<file path="config.mk">
export PLATFORM = sky130hd
export DESIGN_NAME = multicycle_controller
export DESIGN_NICKNAME = d
export VERILOG_FILES = /design/src/rtl/multicycle_controller.sv
export SDC_FILE = /design/constraint.sdc
export NUM_CORES = 1
export LEC_CHECK = 0
export CAP_MARGIN = 20
export CORE_UTILIZATION = 50
export CTS_CLUSTER_DIAMETER = 60
export DETAILED_ROUTE_END_ITERATION = 10
export PLACE_DENSITY = 0.78
export RECOVER_POWER = 50
export SYNTH_ARGS = -nofsm -noshare
export SYNTH_HDL_FRONTEND = slang
export SYNTH_SLANG_ARGS = --single-unit
</file>
<file path="constraint.sdc">
create_clock -name clk -period 2 [get_ports clk]
set_clock_uncertainty 0.05 [all_clocks]
set_input_delay 0.2 -clock clk [delete_from_list [all_inputs] [get_ports clk]]
set_output_delay 0.2 -clock clk [all_outputs]
set_load 0.03 [all_outputs]
</file>
<file path="src/rtl/multicycle_controller.sv">
// Multi-cycle MIPS control FSM: sequences R-type, LW, SW, BEQ, ADDI and J over a
// shared memory and a single ALU. It drives the datapath selects, enables and aluop,
// handshakes with memory (mem_req/mem_ready), and traps illegal opcodes and memory
// timeouts.
//
// Ports:
//   clk, rst_n   rising-edge clock, asynchronous active-low reset
//   op[5:0]      opcode from the instruction register
//   zero         ALU zero flag (qualifies branch)
//   mem_ready    memory accepts/completes the current access this cycle
//   mem_req      memory request; mem_we selects write (1) or read (0)
//   iord         address select: 0=PC, 1=ALUOut
//   ir_write     load instruction register
//   pc_en        PC load enable = pc_write | (branch & zero)
//   pc_src[1:0]  00=ALU result, 01=ALUOut, 10=jump target
//   alu_src_a    0=PC, 1=rs
//   alu_src_b    00=rt, 01=4, 10=signext imm, 11=signext imm<<2
//   aluop[1:0]   00=add, 01=sub, 10=funct-decoded
//   reg_write, reg_dst, mem_to_reg   register file write controls
//   instr_done   pulse in the last cycle of each instruction
//   illegal_op   sticky: unknown opcode decoded
//   bus_err      sticky: memory timeout, FSM halted until reset
module multicycle_controller #(
  parameter int unsigned MEM_TIMEOUT = 255,
  parameter int unsigned TMO_W       = 8
) (
  input  logic       clk,
  input  logic       rst_n,
  input  logic [5:0] op,
  input  logic       zero,
  input  logic       mem_ready,
  output logic       mem_req,
  output logic       mem_we,
  output logic       iord,
  output logic       ir_write,
  output logic       pc_en,
  output logic [1:0] pc_src,
  output logic       alu_src_a,
  output logic [1:0] alu_src_b,
  output logic [1:0] aluop,
  output logic       reg_write,
  output logic       reg_dst,
  output logic       mem_to_reg,
  output logic       instr_done,
  output logic       illegal_op,
  output logic       bus_err
);

  localparam logic [3:0] S_IDLE   = 4'd0;
  localparam logic [3:0] S_FETCH  = 4'd1;
  localparam logic [3:0] S_DECODE = 4'd2;
  localparam logic [3:0] S_MEMADR = 4'd3;
  localparam logic [3:0] S_MEMRD  = 4'd4;
  localparam logic [3:0] S_MEMWB  = 4'd5;
  localparam logic [3:0] S_MEMWR  = 4'd6;
  localparam logic [3:0] S_EXEC   = 4'd7;
  localparam logic [3:0] S_ALUWB  = 4'd8;
  localparam logic [3:0] S_BRANCH = 4'd9;
  localparam logic [3:0] S_ADDIEX = 4'd10;
  localparam logic [3:0] S_ADDIWB = 4'd11;
  localparam logic [3:0] S_JUMP   = 4'd12;
  localparam logic [3:0] S_HALT   = 4'd13;

  localparam logic [5:0] OP_RTYPE = 6'b000000;
  localparam logic [5:0] OP_LW    = 6'b100011;
  localparam logic [5:0] OP_SW    = 6'b101011;
  localparam logic [5:0] OP_BEQ   = 6'b000100;
  localparam logic [5:0] OP_ADDI  = 6'b001000;
  localparam logic [5:0] OP_J     = 6'b000010;

  localparam logic [TMO_W-1:0] CNT_MAX = {TMO_W{1'b1}};
  localparam logic [TMO_W-1:0] CNT_TMO = TMO_W'(MEM_TIMEOUT);
  localparam bit               TMO_EN  = (MEM_TIMEOUT != 0);

  logic [3:0]       state;
  logic [3:0]       state_next;
  logic [TMO_W-1:0] wait_cnt;
  logic             pc_write;
  logic             branch;
  logic             in_wait;
  logic             timeout;
  logic             set_illegal;
  logic             set_bus_err;

  // State register
  always_ff @(posedge clk or negedge rst_n) begin
    if (!rst_n) state <= S_IDLE;
    else        state <= state_next;
  end

  // Memory wait counter; restarts on every state change and saturates if untimed
  always_ff @(posedge clk or negedge rst_n) begin
    if (!rst_n) begin
      wait_cnt <= '0;
    end else if (state_next != state) begin
      wait_cnt <= '0;
    end else if (in_wait && !mem_ready && (wait_cnt != CNT_MAX)) begin
      wait_cnt <= wait_cnt + TMO_W'(1);
    end
  end

  // Sticky error flags
  always_ff @(posedge clk or negedge rst_n) begin
    if (!rst_n) begin
      illegal_op <= 1'b0;
      bus_err    <= 1'b0;
    end else begin
      if (set_illegal) illegal_op <= 1'b1;
      if (set_bus_err) bus_err    <= 1'b1;
    end
  end

  // Next-state and output decode
  always_comb begin
    state_next  = state;
    mem_req     = 1'b0;
    mem_we      = 1'b0;
    iord        = 1'b0;
    ir_write    = 1'b0;
    pc_write    = 1'b0;
    branch      = 1'b0;
    pc_src      = 2'b00;
    alu_src_a   = 1'b0;
    alu_src_b   = 2'b00;
    aluop       = 2'b00;
    reg_write   = 1'b0;
    reg_dst     = 1'b0;
    mem_to_reg  = 1'b0;
    instr_done  = 1'b0;
    set_illegal = 1'b0;
    set_bus_err = 1'b0;
    in_wait     = 1'b0;
    // mem_ready arriving in the expiry cycle takes priority over the timeout
    timeout     = TMO_EN && !mem_ready && (wait_cnt == CNT_TMO);

    case (state)
      S_IDLE: state_next = S_FETCH;

      S_FETCH: begin
        in_wait   = 1'b1;
        mem_req   = 1'b1;
        alu_src_b = 2'b01;
        ir_write  = mem_ready;
        pc_write  = mem_ready;
        if (mem_ready) begin
          state_next = S_DECODE;
        end else if (timeout) begin
          state_next  = S_HALT;
          set_bus_err = 1'b1;
        end
      end

      S_DECODE: begin
        alu_src_b = 2'b11;
        case (op)
          OP_LW, OP_SW: state_next = S_MEMADR;
          OP_RTYPE:     state_next = S_EXEC;
          OP_BEQ:       state_next = S_BRANCH;
          OP_ADDI:      state_next = S_ADDIEX;
          OP_J:         state_next = S_JUMP;
          default: begin
            state_next  = S_FETCH;
            set_illegal = 1'b1;
            instr_done  = 1'b1;
          end
        endcase
      end

      S_MEMADR: begin
        alu_src_a  = 1'b1;
        alu_src_b  = 2'b10;
        state_next = (op == OP_SW) ? S_MEMWR : S_MEMRD;
      end

      S_MEMRD: begin
        in_wait = 1'b1;
        mem_req = 1'b1;
        iord    = 1'b1;
        if (mem_ready) begin
          state_next = S_MEMWB;
        end else if (timeout) begin
          state_next  = S_HALT;
          set_bus_err = 1'b1;
        end
      end

      S_MEMWB: begin
        reg_write  = 1'b1;
        mem_to_reg = 1'b1;
        instr_done = 1'b1;
        state_next = S_FETCH;
      end

      S_MEMWR: begin
        in_wait    = 1'b1;
        mem_req    = 1'b1;
        mem_we     = 1'b1;
        iord       = 1'b1;
        instr_done = mem_ready;
        if (mem_ready) begin
          state_next = S_FETCH;
        end else if (timeout) begin
          state_next  = S_HALT;
          set_bus_err = 1'b1;
        end
      end

      S_EXEC: begin
        alu_src_a  = 1'b1;
        aluop      = 2'b10;
        state_next = S_ALUWB;
      end

      S_ALUWB: begin
        reg_write  = 1'b1;
        reg_dst    = 1'b1;
        instr_done = 1'b1;
        state_next = S_FETCH;
      end

      S_BRANCH: begin
        alu_src_a  = 1'b1;
        aluop      = 2'b01;
        pc_src     = 2'b01;
        branch     = 1'b1;
        instr_done = 1'b1;
        state_next = S_FETCH;
      end

      S_ADDIEX: begin
        alu_src_a  = 1'b1;
        alu_src_b  = 2'b10;
        state_next = S_ADDIWB;
      end

      S_ADDIWB: begin
        reg_write  = 1'b1;
        instr_done = 1'b1;
        state_next = S_FETCH;
      end

      S_JUMP: begin
        pc_src     = 2'b10;
        pc_write   = 1'b1;
        instr_done = 1'b1;
        state_next = S_FETCH;
      end

      S_HALT: state_next = S_HALT;

      default: state_next = S_IDLE;
    endcase

    pc_en = pc_write | (branch & zero);
  end

endmodule

</file>
# Word-level counts from Yosys, hierarchy flattened
# Cells that the tools add are included.
[classes] addsub=1 n_eq_ne=21 mux=28 bitwise_logic=2 reduce_logical=16
[ops] operator="4-bit one-hot mux with 9 select lines" n=1
[ops] operator="4-bit == test (second input constant)" n=6
[ops] operator="4-bit one-hot mux with 5 select lines" n=1
[ops] operator="4-bit by 3-bit == test with 1-bit output (second input constant)" n=4
[ops] operator="4-bit two-way mux" n=4
[ops] operator="8-bit two-way mux" n=2
[ops] operator="1-bit two-way mux" n=14
[ops] operator="6-bit == test (second input constant)" n=2
[ops] operator="6-bit OR reduction" n=2
[ops] operator="8-bit by 1-bit adder with 8-bit output (second input constant)" n=1
[ops] operator="4-bit by 2-bit == test with 1-bit output (second input constant)" n=2
[ops] operator="8-bit == test (second input constant)" n=1
[ops] operator="8-bit != test (second input constant)" n=1
[ops] operator="2-bit one-hot mux with 2 select lines" n=2
[ops] operator="6-bit by 2-bit == test with 1-bit output (second input constant)" n=1
[ops] operator="6-bit by 3-bit == test with 1-bit output (second input constant)" n=1
[ops] operator="6-bit by 4-bit == test with 1-bit output (second input constant)" n=1
[ops] operator="6-bit zero test" n=1
[ops] operator="2-bit one-hot mux with 3 select lines" n=1
[ops] operator="2-bit OR reduction" n=3
[ops] operator="3-bit OR reduction" n=2
[ops] operator="5-bit OR reduction" n=1
[ops] operator="4-bit by 1-bit == test with 1-bit output (second input constant)" n=1
[ops] operator="4-bit zero test" n=1
[ops] operator="other kinds (10)" n=12
[totals] register_bits=14 inputBits=10 output_inout_bits=18 wordCells=72

# Logic depth before layout (Yosys ltp)
# Gate-level depths: netlist of run 1.
[logic_depth] ltp_word=7 ltp_mapped=7

# Worst setup path after synthesis of run 1
# Ideal clock, no wire load.
[synth_timing] path_type="register -> output" start="register state[0]" end="output pc_en" arrival_time_ns=1.828 path_slack_ns=-0.078 stages_incl_launch_ff=5 path_buffers=2 cell_sequence="dfrtp_1 -> buf_2 -> buf_1 -> nor3_1 -> a211o_1"
[synth_between] elab_chain_cells=4 elab_cells_between_ends=7 classes_between="eq/ne: 3; mux: 2; bitwise: 2"
[synth_rtl] element="from (decl)" line="75" text="logic [3:0] state;"
[synth_rtl] element="from (signal assigned)" line="88" text="else state <= state_next;"
[synth_rtl] element="4-bit == test" line="136" text="case (state)"
[synth_rtl] element="1-bit two-way mux" line="136"
[synth_rtl] element="1-bit bitwise AND" line="254" text="pc_en = pc_write | (branch & zero);"
[synth_rtl] element="1-bit OR (*)" line="254"
[synth_rtl] element="to (decl)" line="36" text="output logic pc_en,"
# Every way passes the cells marked *; elsewhere a longest branch is shown, timed or not.

# Worst setup path after layout of run 1
[layout_timing] start="register state[1]" end="output pc_en"
# Same word-level chain as after synthesis.

==> results.py, run 1 <==
metrics = {
    "flow_run": {
        "maxCapViolCount": 0,
    },
    "grt": {
        "grt_max_degree": 15,
        "wire_length_of_the_first_global_routing_pass_um": 5409,
        "use_met2_pct": 45.24,
        "initial_antenna_violation_count": 0,
        "grt_use_met1_pct": 36.41,
        "grt_usage_pct": 27.82,
        "number_of_global_route_vias_before_repair": 1200,
        "global_route.usage.met3_pct": 7.440,
        "gr-max-usage-layer": "met2",
        "grt_overflow": 0,
    },
    "synth": {
        "sequential_fraction_of_the_synthesis_area_pct": 28.75,
        "syn-cell-area_um2": 1219,
        "postSynth.asyncResetShare_pct": 100.0,
        "mappedNetlistNets": 153,
        "synth_warnings": 0,
        "synth_cell_type_count": 50,
        "synthesis.instances": 142,
        "post_synth_edffs": 0,
        "synth.ff_latch_count": 14,
        "ys.flop_type": "dfrtp_1",
        "syn-mean-instance-area_um2": 8.582,
    },
    "sta": {
        "number_of_slew_limit_violations_in_the_final_report": 0,
        "finalSetupTns_ps": 0,
        "final-hold-violation-count": 0,
        "finalSetupViolCount": 0,
        "worst-slew-pin-transition_ps": 633.3,
        "fmax_mhz": 516.0,
        "post_route_fraction_of_the_period_consumed_by_the_critical_path_pct": 96.90,
        "period_needed_ps": 1938,
        "timing.max_slew.rel_slack_pct": 57.64,
    },
    "routing": {
        "wire_per_inst_um": 15.34,
        "route.antenna.remaining_nets": 0,
        "wirelength_um": 3345,
        "num_vias": 1292,
        "dr.first_iter.drc_count": 30,
        "route.detailed.drc": 0,
        "route.detailed.vias_per_inst": 5.927,
        "firstDrtPassIters": 4,
    },
    "placement": {
        "placed_cell_area_um2": 1623,
        "portBuffers": 27,
        "post-dp-hpwl_um": 2534,
        "gp_congestion": 0.8798,
    },
    "finish": {
        "final_cell_mix": "32 x buf_4, 12 x nor2_1, 11 x nand2_1, 11 x dfrtp_1, 10 x nor3_1",
        "final-seq-area_um2": 354.1,
        "layout.cells.most_common": "buf_4",
        "layout_cells_sized_above_1_pct": 34.21,
        "growth_of_design_area_from_synthesis_to_finish_pct": 37.58,
        "num-nets-final": 203,
        "multi_input_combinational_cell_area_um2": 832.0,
        "num_antenna_cells": 0,
        "postLayoutCoreUtil_pct": 74.36,
        "final.fill_count": 174,
        "finish.instance_area_um2": 1677,
    },
    "setup_path": {
        "cp_max_fo": 10,
        "critical-path-slowest-cell": "dfrtp_2",
        "critical_path.top_delay_family": "flip-flops",
        "worstSetupEndpointType": "output port",
        "rr_endpoint": "wait_cnt[6]$_DFFE_PN0P_",
        "crit_cells": 5,
        "r2r-start": "state[3]$_DFF_PN0_",
        "critical_path.most_common_cell": "buf_4",
        "worst_path_arrival_time_ps": 1690,
        "cp_cell_sequence": "buf_4 -> nand2b_1 -> nor2_2 -> a211o_1 -> buf_4",
        "critPathLaunchType": "register",
        "timing.setup.critical_path_class": "register to output port",
        "ff2ff_setup_slack_ps": 90,
        "crit_path_end": "pc_en",
        "worst_r2r_path_depth": 5,
        "crit_required_ps": 1750,
        "critPathBufInv": 2,
        "critPathMaxStageDelay_ps": 430,
        "critical_path.startpoint": "state[1]$_DFF_PN0_",
    },
    "die": {
        "placeable_core_area_um2": 2255,
        "rows": 17,
        "io_pins": 28,
        "dieArea_um2": 2639,
        "die_w_um": 51.37,
        "initial_core_util_pct": 54.05,
        "floorplan.die.height_um": 51.37,
    },
    "clock_network": {
        "clkSlewWorstSetupHoldPaths_ps": 80,
        "tritoncts.num_buffers": 3,
        "tritoncts_clock_tree": "built",
        "numClockSinks": 14,
        "number_of_h_tree_branching_levels": 1,
        "cts_max_path_buffers": 2,
        "hold_fix_buffers_at_cts": 0,
        "insertion_delay_ps": 280,
        "cts-root-buf": "clkbuf_4",
    },
    "outcome": {
        "status": "finished clean",
    },
    "hold_path": {
        "worstHoldPathType": "input port to async pin",
    },
    "pwr": {
        "peakVddDrop_mv": 0.8061,
        "power_leakage_uw": 0.0007118,
        "power.density_nw_per_um2": 1181,
    },
}
==> metal layers <==
metal  vias to the layer above  part of all wire, %
met1                       624                   45
met4                         0                 0.51
met2                        39                   49
li1                        625                    -
met5                         -                    0
met3                         4                  5.7
==> per-stage QoR <==
stage	total power, uW	cells	hold slack (ps)	setup slack (ps)
2_1_floorplan	1316	142	-145.6	70.40
3_3_place_gp	1773	212	401.5	-74.69
3_5_place_dp	1794	212	405.1	-162.9
4_1_cts	1949	216	266.8	2.467
5_1_grt	2102	218	372.5	-6.780
6_report	1981	218	319.0	61.95
==> registers in the layout (all words and copies together), names as in the netlist <==
| register | count |
|---|---|
| bus_err | 1 |
| state | 4 |
| illegal_op | 1 |
| wait_cnt | 8 |
==> Yosys cell counts (2+ instances only) <==
library cell / n / share of area [%]
dfrtp_1: 14 / 29
nand3_1: 7 / 2.9
a31oi_1: 2 / 1.0
o21bai_1: 2 / 1.2
nor3_1: 11 / 4.5
o21ai_0: 3 / 1.2
o211ai_1: 2 / 1.2
o2bb2ai_1: 2 / 1.4
mux2i_1: 2 / 1.6
xnor2_1: 6 / 4.3
buf_2: 2 / 0.82
nor3b_2: 9 / 9.2
a21oi_1: 7 / 2.9
o22ai_1: 4 / 2.1
o21ai_1: 2 / 0.82
nand2b_1: 3 / 1.5
nor2_1: 13 / 4.0
xor2_1: 3 / 2.2
nor4_1: 3 / 1.5
nand4_1: 2 / 1.0
nand2_1: 11 / 3.4
nor2b_1: 2 / 1.0
inv_1: 3 / 0.92
==> final cells by class <==
cell class	instances	area share, %
Multi-Input combinational cell	117	49.63
Inverter	4	0.8955
Sequential cell	14	21.12
Clock buffer	3	1.343
Tap cell	28	2.090
Timing Repair Buffer	52	24.93
==> logic make-up (layout without fill, tap and decap cells) <==
group / Yosys count / count (layout) / synth area share (%)
muxes: 2 / 2 / 1.643
DFF: 14 / 14 / 28.75
adders and majority gates: 1 / 1 / 1.027
xor gates and xnor gates: 9 / 9 / 6.469
AOI/OAI and AO/OA: 33 / 33 / 19.51
buffers and inverters: 11 / 59 / 5.338
and+or+nand+nor: 72 / 72 / 37.27
==> worst min path at each step <==
stage / depth (start not counted) / slack (ps) / to
CTS: 1 / 270 / state[2]$_DFF_PN0_
floorplan: 0 / -150 / bus_err$_DFFE_PN0P_
global placement: 1 / 400 / illegal_op$_DFFE_PN0P_
detailed placement: 1 / 410 / illegal_op$_DFFE_PN0P_
finish: 1 / 320 / bus_err$_DFFE_PN0P_
global route: 1 / 370 / wait_cnt[6]$_DFFE_PN0P_
==> repair_timing <==
| action | in CTS | in global routing |
|---|---|---|
| pin swaps | 2 | 2 |
| buffers inserted | 1 | 2 |
| setup endpoints to repair | 8 | 9 |
| gates resized for setup | 7 | 10 |
==> power breakdown <==
part	leakage (uW)	total [uW]	internal (uW)	switching, uW
combinational	0.000518	1420	585	833
clock	0.0000138	161	70.0	90.9
sequential	0.000180	402	336	66.0
total	0.000712	1980	991	990
No activity file was read; power rests on OpenSTA's default activity.
==> inputs of run 2 (changes only) <==
--- a/config.mk
+++ b/config.mk
@@ -5,11 +5,12 @@
 export SDC_FILE = /design/constraint.sdc
 export NUM_CORES = 1
 export LEC_CHECK = 0
+export ABC_AREA = 1
 export CAP_MARGIN = 20
-export CORE_UTILIZATION = 50
+export CORE_UTILIZATION = 49
 export CTS_CLUSTER_DIAMETER = 60
 export DETAILED_ROUTE_END_ITERATION = 10
-export PLACE_DENSITY = 0.78
+export PLACE_DENSITY = 0.77
 export RECOVER_POWER = 50
 export SYNTH_ARGS = -nofsm -noshare
 export SYNTH_HDL_FRONTEND = slang
==> results.py, run 2 <==
metrics = {
    "routing": {
        "firstDrtPassIters": 4,
        "dr.first_iter.drc_count": 51,
        "route.antenna.remaining_nets": 0,
        "num_vias": 1326,
        "routed_wire_length_on_met3_um": 183,
        "route.detailed.drc": 0,
        "highest_metal_layer_used_by_the_detailed_router": "met4",
        "dr_wl_met2_um": 1473,
        "wirelength_um": 3056,
        "wirelength_met1_um": 1374,
        "wire_per_inst_um": 12.63,
        "route.detailed.vias_per_inst": 5.479,
    },
    "finish": {
        "multi_input_combinational_cell_area_um2": 738.2,
        "final-seq-area_um2": 355.3,
        "num-nets-final": 226,
        "reg.largest.list": "wait_cnt (8), state (4)",
        "growth_of_design_area_from_synthesis_to_finish_pct": 34.77,
        "final_cell_mix": "46 x nand2_1, 27 x nor2_1, 22 x inv_1, 22 x nand3_1, 11 x dlygate4sd2_1",
        "layoutNonFillerInstCount": 242,
        "num_antenna_cells": 0,
        "final.fill_count": 195,
        "largest-register": "wait_cnt",
        "postLayoutCoreUtil_pct": 70.14,
        "finish.instance_area_um2": 1567,
        "layout_cells_sized_above_1_pct": 20.56,
        "layout.cells.most_common": "nand2_1",
        "largest_register_ff_count": 8,
    },
    "synth": {
        "mappedNetlistNets": 188,
        "post_synth_main_area_contributors": "dfrtp_1 30%, nand2_1 15%, nand3_1 9.5%, nor2_1 9.4%, inv_1 7.1%",
        "post-synth-top-count-cell": "nand2_1",
        "yosysTopAreaCell": "dfrtp_1",
        "synth.cells.most_frequent": "47 x nand2_1, 29 x nor2_1, 22 x inv_1, 22 x nand3_1, 14 x dfrtp_1",
        "syn-cell-area_um2": 1162,
        "synth_cell_type_count": 27,
        "post_synth_edffs": 0,
        "syn-mean-instance-area_um2": 6.567,
        "post-synth-top-area-fraction_pct": 30.14,
        "postSynth.asyncResetShare_pct": 100.0,
        "synthesis.instances": 177,
        "sequential_fraction_of_the_synthesis_area_pct": 30.14,
        "ys.flop_type": "dfrtp_1",
        "synth.ff_latch_count": 14,
        "synth_warnings": 0,
    },
    "placement": {
        "placed_cells": 234,
        "portBuffers": 27,
        "placed_cell_area_um2": 1480,
        "post-dp-hpwl_um": 2329,
        "gp_congestion": 0.9429,
    },
    "setup_path": {
        "timing.setup.critical_path_class": "register to output port",
        "crit_required_ps": 1750,
        "worstSetupEndpointType": "output port",
        "worst_r2r_path_depth": 10,
        "rr_endpoint": "wait_cnt[6]$_DFFE_PN0P_",
        "ff2ff_setup_slack_ps": 120,
        "cp_max_fo": 7,
        "critPathLaunchType": "register",
        "r2r-start": "wait_cnt[0]$_DFFE_PN0P_",
        "worst_path_arrival_time_ps": 1700,
    },
    "sta": {
        "finalSetupTns_ps": 0,
        "number_of_slew_limit_violations_in_the_final_report": 0,
        "finalSetupViolCount": 0,
        "post_route_fraction_of_the_period_consumed_by_the_critical_path_pct": 97.44,
        "fmax_mhz": 513.1,
        "worst-slew-pin-transition_ps": 609.3,
        "timing.max_slew.rel_slack_pct": 59.25,
        "period_needed_ps": 1949,
        "final-hold-violation-count": 0,
    },
    "grt": {
        "initial_antenna_violation_count": 0,
        "number_of_global_route_vias_before_repair": 1156,
        "grt_usage_pct": 25.63,
        "grt_max_degree": 15,
        "wire_length_of_the_first_global_routing_pass_um": 5002,
        "grt_overflow": 0,
    },
    "hold_path": {
        "worstHoldPathType": "input port to async pin",
    },
    "clock_network": {
        "cts_max_path_buffers": 2,
        "tritoncts_clock_tree": "built",
        "cts-root-buf": "clkbuf_4",
        "number_of_h_tree_branching_levels": 1,
        "tritoncts.num_buffers": 3,
        "insertion_delay_ps": 280,
        "clkSlewWorstSetupHoldPaths_ps": 90,
        "hold_fix_buffers_at_cts": 0,
        "numClockSinks": 14,
    },
    "pwr": {
        "power.density_nw_per_um2": 1163,
        "peakVddDrop_mv": 0.7391,
        "power_leakage_uw": 0.0008797,
    },
    "die": {
        "placeable_core_area_um2": 2233,
        "initial_core_util_pct": 52.04,
        "floorplan.die.height_um": 50.71,
        "io_pins": 28,
        "die_w_um": 50.71,
        "rows": 17,
        "dieArea_um2": 2571,
    },
    "flow_run": {
        "maxCapViolCount": 0,
    },
    "outcome": {
        "status": "finished clean",
    },
}
-- run 2: cell families (layout without fill, tap and decap cells) --
group           after synthesis  in the layout  synth area share [%]
flops                        14             14                 30.14
xor+xnor                      6              6                 4.521
simple gates                123            123                 51.24
fa+ha+maj                     1              1                 1.076
buf+inv                      27             64                 9.042
compound gates                6              6                 3.983
-- run 2: cell type report --
| type | instances | share of cell area [%] |
|---|---|---|
| multi-input combinational | 136 | 47.12 |
| inverter | 26 | 6.709 |
| timing repair buffer | 34 | 18.93 |
| sequential | 14 | 22.68 |
| clock buffer | 4 | 2.316 |
| tap | 28 | 2.236 |
-- run 2: report_power, final --
part           total, uW  switching, uW  leakage, uW  internal [uW]
clock network        206           95.3    0.0000210            111
logic               1210            803     0.000678            403
registers            410           81.2     0.000181            329
-- run 2: metal layers --
layer  GRT usage (%)  up-vias
met1           35.69      626
met2           40.22       52
li1                -      644
met5               0        -
met3           6.061        4
met4           5.093        0
-- run 2: repair_timing --
| action | CTS | global route |
|---|---|---|
| setup buffers | 0 | 4 |
| endpoints found under the setup margin | 15 | 13 |
| pin swaps | 0 | 1 |
| hold endpoints to repair | 0 | 0 |
| gates resized for setup | 17 | 21 |
-- run 2: how the worst max path moves through the flow --
| stage | from | to | slack (ps) | cells past startpoint |
|---|---|---|---|---|
| 2_1_floorplan | state[3]$_DFF_PN0_ | wait_cnt[0]$_DFFE_PN0P_ | 120 | 11 |
| 3_3_place_gp | state[0]$_DFF_PN0_ | pc_en | 3 | 7 |
| 3_5_place_dp | state[3]$_DFF_PN0_ | pc_en | 5 | 7 |
| 4_1_cts | state[2]$_DFF_PN0_ | instr_done | 30 | 7 |
| 5_1_grt | wait_cnt[1]$_DFFE_PN0P_ | wait_cnt[5]$_DFFE_PN0P_ | -30 | 12 |
| 6_report | state[2]$_DFF_PN0_ | instr_done | 50 | 7 |
-- run 2: stage by stage --
step                power, uW  hold slack (ps)  worst slack, ps
floorplan                1200           -145.6            117.0
global placement         1590            401.0            3.200
detailed placement       1591            412.6            4.936
CTS                      1728            268.6            28.66
global route             1961            348.8           -32.66
finish                   1822            304.7            51.20
-- run 2: critical path: stages (launching register included) --
cell and delay [ps]:
dfrtp_2 480, nand2_1 90, inv_1 100, nand2_1 120
nand2_1 60, nor2_1 230, o211ai_1 140, buf_4 190
